<file path="src/rtl/cpu_pkg.sv">
// ---------------------------------------------------------------------------
// cpu_pkg
// Shared datapath constants and types for the 8-bit CPU.
//   DATA_WIDTH     : width of a datapath word / register
//   REG_ADDR_WIDTH : width of a register-file index
//   reg_idx_t      : register index type
//   data_t         : datapath word type
// ---------------------------------------------------------------------------
package cpu_pkg;

    localparam int DATA_WIDTH     = 8;
    localparam int REG_ADDR_WIDTH = 2;

    typedef logic [REG_ADDR_WIDTH-1:0] reg_idx_t;
    typedef logic [DATA_WIDTH-1:0]     data_t;

endpackage : cpu_pkg

</file>
<file path="src/rtl/regfile_read_mux.sv">
// ---------------------------------------------------------------------------
// regfile_read_mux
// Purely combinational read port: selects one entry of the register array.
// An X index propagates to an X output; no sanitisation is done here.
// Ports:
//   i_regs : register array contents (NUM_ENTRIES x WIDTH)
//   i_idx  : entry index
//   o_data : selected entry
// ---------------------------------------------------------------------------
module regfile_read_mux
    import cpu_pkg::*;
#(
    parameter int WIDTH       = DATA_WIDTH,
    parameter int IDX_WIDTH   = REG_ADDR_WIDTH,
    parameter int NUM_ENTRIES = 1 << IDX_WIDTH
) (
    input  logic [WIDTH-1:0]     i_regs [NUM_ENTRIES],
    input  logic [IDX_WIDTH-1:0] i_idx,
    output logic [WIDTH-1:0]     o_data
);

    assign o_data = i_regs[i_idx];

endmodule : regfile_read_mux

</file>
<file path="src/rtl/register_file.sv">
// ---------------------------------------------------------------------------
// register_file
// General-purpose register file for the 8-bit CPU datapath: NUM_REGS
// registers, two combinational read ports, one synchronous write port.
// Every register (including 0) is writable; there is no hard-wired zero.
// Ports:
//   clk             : system clock, state updates on rising edge
//   reset           : asynchronous active-low reset, clears all registers
//   RegWrite_Enable : write strobe sampled on rising clk
//   RegisterData1   : read-port-1 index
//   RegisterData2   : read-port-2 index
//   WriteRegister   : write-port index
//   WriteData       : write data
//   Data1           : contents of reg[RegisterData1]
//   Data2           : contents of reg[RegisterData2]
// ---------------------------------------------------------------------------
module register_file #(
    parameter int DATA_WIDTH = cpu_pkg::DATA_WIDTH,
    parameter int NUM_REGS   = 4,
    parameter int ADDR_WIDTH = cpu_pkg::REG_ADDR_WIDTH
) (
    input  logic                  clk,
    input  logic                  reset,
    input  logic                  RegWrite_Enable,
    input  logic [ADDR_WIDTH-1:0] RegisterData1,
    input  logic [ADDR_WIDTH-1:0] RegisterData2,
    input  logic [ADDR_WIDTH-1:0] WriteRegister,
    input  logic [DATA_WIDTH-1:0] WriteData,
    output logic [DATA_WIDTH-1:0] Data1,
    output logic [DATA_WIDTH-1:0] Data2
);

    // The index width must address exactly NUM_REGS entries.
    if (NUM_REGS != (1 << ADDR_WIDTH)) begin : g_bad_size
        $error("register_file: NUM_REGS must equal 2**ADDR_WIDTH");
    end

    logic [DATA_WIDTH-1:0] r_regs [NUM_REGS];

    // Reset dominates: a write strobe while reset is low is discarded.
    // Reads are unbypassed, so a same-index read shows the new value only
    // after the write edge.
    always_ff @(posedge clk or negedge reset) begin
        if (!reset) begin
            for (int i = 0; i < NUM_REGS; i++) begin
                r_regs[i] <= '0;
            end
        end else if (RegWrite_Enable) begin
            r_regs[WriteRegister] <= WriteData;
        end
    end

    regfile_read_mux #(
        .WIDTH       (DATA_WIDTH),
        .IDX_WIDTH   (ADDR_WIDTH),
        .NUM_ENTRIES (NUM_REGS)
    ) u_read_mux_1 (
        .i_regs (r_regs),
        .i_idx  (RegisterData1),
        .o_data (Data1)
    );

    regfile_read_mux #(
        .WIDTH       (DATA_WIDTH),
        .IDX_WIDTH   (ADDR_WIDTH),
        .NUM_ENTRIES (NUM_REGS)
    ) u_read_mux_2 (
        .i_regs (r_regs),
        .i_idx  (RegisterData2),
        .o_data (Data2)
    );

endmodule : register_file

</file>
<file path="config.mk">
export PLATFORM = sky130hd
export DESIGN_NAME = register_file
export DESIGN_NICKNAME = d
export VERILOG_FILES = /design/src/rtl/cpu_pkg.sv /design/src/rtl/regfile_read_mux.sv /design/src/rtl/register_file.sv
export SDC_FILE = /design/constraint.sdc
export NUM_CORES = 1
export LEC_CHECK = 0
export CAP_MARGIN = 40
export CELL_PAD_IN_SITES_DETAIL_PLACEMENT = 1
export CELL_PAD_IN_SITES_GLOBAL_PLACEMENT = 1
export CORE_ASPECT_RATIO = 0.9
export CORE_MARGIN = 1
export CORE_UTILIZATION = 32
export CTS_CLUSTER_SIZE = 16
export DETAILED_ROUTE_END_ITERATION = 10
export PLACE_DENSITY = 0.65
export SETUP_SLACK_MARGIN = 0.2
export SYNTH_ARGS = -nofsm -noshare
export SYNTH_HDL_FRONTEND = slang
export SYNTH_HIERARCHICAL = 1
export SYNTH_SLANG_ARGS = --single-unit
</file>
<file path="constraint.sdc">
create_clock -name clk -period 0.83 [get_ports clk]
set_clock_uncertainty 0.05 [all_clocks]
set_input_delay 0.083 -clock clk [delete_from_list [all_inputs] [get_ports clk]]
set_output_delay 0.083 -clock clk [all_outputs]
set_load 0.02 [all_outputs]
</file>
==> results.yml <==
clock_network:
  cts_root_buf: "sky130_fd_sc_hd__clkbuf_8"
  cts_buffer_depth: 2
  latest_clock_arrival_within_the_worst_skew_pair_ps: 280
  numCtsBuffers: 5
  cts.sinks: 32
  ctsHtreeMaxLevel: 2
  path_clk_slew_ps: 70
  cts_hold_buf: 0
  tritoncts: "yes"
critical_path:
  worst-path-buf-inv: 1
  largest_driver_fanout_on_the_critical_path: 3
  crit_chain: "mux4_2 -> buf_6"
  critical-path-slowest-cell: "sky130_fd_sc_hd__mux4_2"
  cp_data_required_time_ps: 700
  endpoint_kind: "output port"
  cp_slowest_stage_delay_ps: 510
  cp.arrival_ps: 1360
  worstSetupStartpointType: "flip-flop"
  crit_type: "flip-flop to output port"
  cp_top_family: "multiplexers"
outcome:
  status: "finished, violations left"
  failed_checks: "negative setup slack"
timing:
  timing.fmax_ghz: 0.671
  setup_repair_after_global_routing_missed_its_margin: "yes"
  final-hold-violation-count: 0
  worst_pin_slew_ps: 266
  whs_ps: 119
  maxSlewViolCount: 0
  max-slew-margin-rel: 0.822
  final.period_utilization: 1.79
  timing.final.setup_violations: 33
  post-route-worst-setup-slack_ps: -660
  final_period_minus_worst_setup_slack_ps: 1490
finish:
  number_of_flip_flops_in_the_largest_register: 32
  sequential_cell_area_um2: 801
  finalInstanceArea_um2: 2400
  layout_overhead_on_the_synthesized_area_pct: 49.6
  top_register: "r_regs"
  drive_above_1_share: 0.676
  largestRegisters: "r_regs: 32 flops"
  fin_cells: 207
  final_antenna_diode_count: 0
  nNetsFinal: 159
  multi_input_area_um2: 898
  fill_cells: 460
route:
  drt_drc_violations_left: 0
  avgViaCountPerCell: 5.09
  drt-wirelength-per-cell_um: 20.8
  drt_iter0_drc: 39
  vias: 1054
  wire_length_reported_by_the_detailed_router_um: 4310
  drtAntennaViolNets: 0
  drt-pass1-iter-count: 4
synthesis:
  yosys.area.top_type: "sky130_fd_sc_hd__dfrtp_1"
  synth.ff_latch_count: 32
  mappedNetlistArea_um2: 1610
  yosysUniqueCellTypes: 8
  synth_top_area_frac: 0.499
  part_of_the_yosys_area_used_for_sequential_elements: 0.499
  synth_cells: 88
  synth_warnings: 6
  ys_top_cells_by_area: "sky130_fd_sc_hd__dfrtp_1 50%, sky130_fd_sc_hd__mux2_2 22%, sky130_fd_sc_hd__mux4_2 22%, sky130_fd_sc_hd__buf_6 1.4%, sky130_fd_sc_hd__nand3b_2 1.4%"
  avgSynthCellArea_um2: 18.2
  syn_nets: 105
job:
  max_cap_viol_count: 0
global_routing:
  grt_remaining_overflow: 0
  wire_length_of_the_first_global_routing_pass_um: 6910
  first_global_vias: 1259
  grtUsageTotal: 0.177
  antenna_found_initial: 0
  grt_start_max_net_pins: 33
placement:
  dp_hpwl_um: 2800
  numPortBuffers: 32
  gp_congestion: 0.791
  placedCellCount: 194
  detailedPlace.worstSlack_ps: -1140
  post_dp_cell_area_um2: 2190
floorplanning:
  start_util: 0.332
  die_area_um2: 5300
  ios: 33
  floorplan.die.width_um: 76.7
  fp-row-count: 24
  die_height_um: 69.2
  core_area_um2: 4830
hold_path:
  holdCritPathClass: "primary input to async pin"
power:
  irDropWorstVdd_uv: 710
  pwr_cell_area_nw_per_um2: 2150
  power.leakage_nw: 1.11
[cells by family (layout without fill, tap and decap cells)]
family                 count (synthesis)  after routing  synth area share
buffers and inverters                  4             58            0.0203
muxes                                 48             48             0.449
and+or+nand+nor                        4              4            0.0320
DFF                                   32             32             0.499
[worst register-to-register path, cell delays in order (launching register included)]
cell                      delay (ps)
sky130_fd_sc_hd__dfrtp_1         400
sky130_fd_sc_hd__buf_4           140
sky130_fd_sc_hd__mux2_4          250
[where the power goes]
part | internal (W) | leakage [nW] | switching [W]
Sequential | 0.00186 | 0.379 | 0.000252
Combinational | 0.00121 | 0.691 | 0.000694
Clock | 0.000570 | 0.0410 | 0.000569
[layout by cell type (no fill, tap or decap), drive strengths merged, types with 2 or more instances in the layout]
| cell type | synthesis | routed |
|---|---|---|
| buf | 2 | 38 |
| clkbuf | 2 | 6 |
| clkdlybuf4s50 | 0 | 11 |
| dfrtp | 32 | 32 |
| dlygate4sd2 | 0 | 2 |
| mux2 | 32 | 32 |
| mux4 | 16 | 16 |
| nand3b | 2 | 2 |
[path summary, 6_finish.rpt]
kind                                         from                     end  slack, ps  cells past startpoint
max in group asynchronous                   reset  r_regs[21]$_DFFE_PN0P_        430                      2
setup reg to reg           r_regs[26]$_DFFE_PN0P_  r_regs[26]$_DFFE_PN0P_       -120                      2
hold reg to reg             r_regs[2]$_DFFE_PN0P_   r_regs[2]$_DFFE_PN0P_        470                      1
setup / recovery            r_regs[7]$_DFFE_PN0P_                Data1[7]       -660                      2
min in group clk                 WriteRegister[0]  r_regs[30]$_DFFE_PN0P_        240                      4
hold / removal                              reset  r_regs[11]$_DFFE_PN0P_        120                      2
[Yosys cell counts]
library cell                n
sky130_fd_sc_hd__nand3_2    1
sky130_fd_sc_hd__mux4_2    16
sky130_fd_sc_hd__clkbuf_2   2
sky130_fd_sc_hd__mux2_2    32
sky130_fd_sc_hd__dfrtp_1   32
sky130_fd_sc_hd__buf_6      2
sky130_fd_sc_hd__nor3b_4    1
sky130_fd_sc_hd__nand3b_2   2
[per-layer routing]
layer | share of wire | vias to the layer above | GRT usage
met5 | 0 | - | 0
met4 | 0.0098 | 0 | 0.0513
met3 | 0.027 | 4 | 0.0421
met2 | 0.50 | 28 | 0.288
met1 | 0.47 | 569 | 0.235
li1 | - | 453 | -
[timing repair]
action	4_1_cts	5_1_grt
buffers inserted	1	5
setup endpoints to repair	48	48
gates resized for setup	128	5
pin swaps	1	1
[per-stage QoR]
stage	util	power [W]	setup TNS (ps)
2_1_floorplan	-	0.00302	-4460
3_3_place_gp	0.453	0.00371	-39040
3_5_place_dp	0.453	0.00377	-39800
4_1_cts	0.485	0.00509	-10270
5_1_grt	0.497	0.00541	-11740
6_report	0.497	0.00515	-10740
[cell type report]
class / instances / share of cell area
sequential: 32 / 0.334
timing repair buffer: 51 / 0.226
clock buffer: 6 / 0.0302
multi-input combinational: 52 / 0.374
clock inverter: 1 / 0.00208
tap: 65 / 0.0339
No activity file was read; power rests on OpenSTA's default activity.
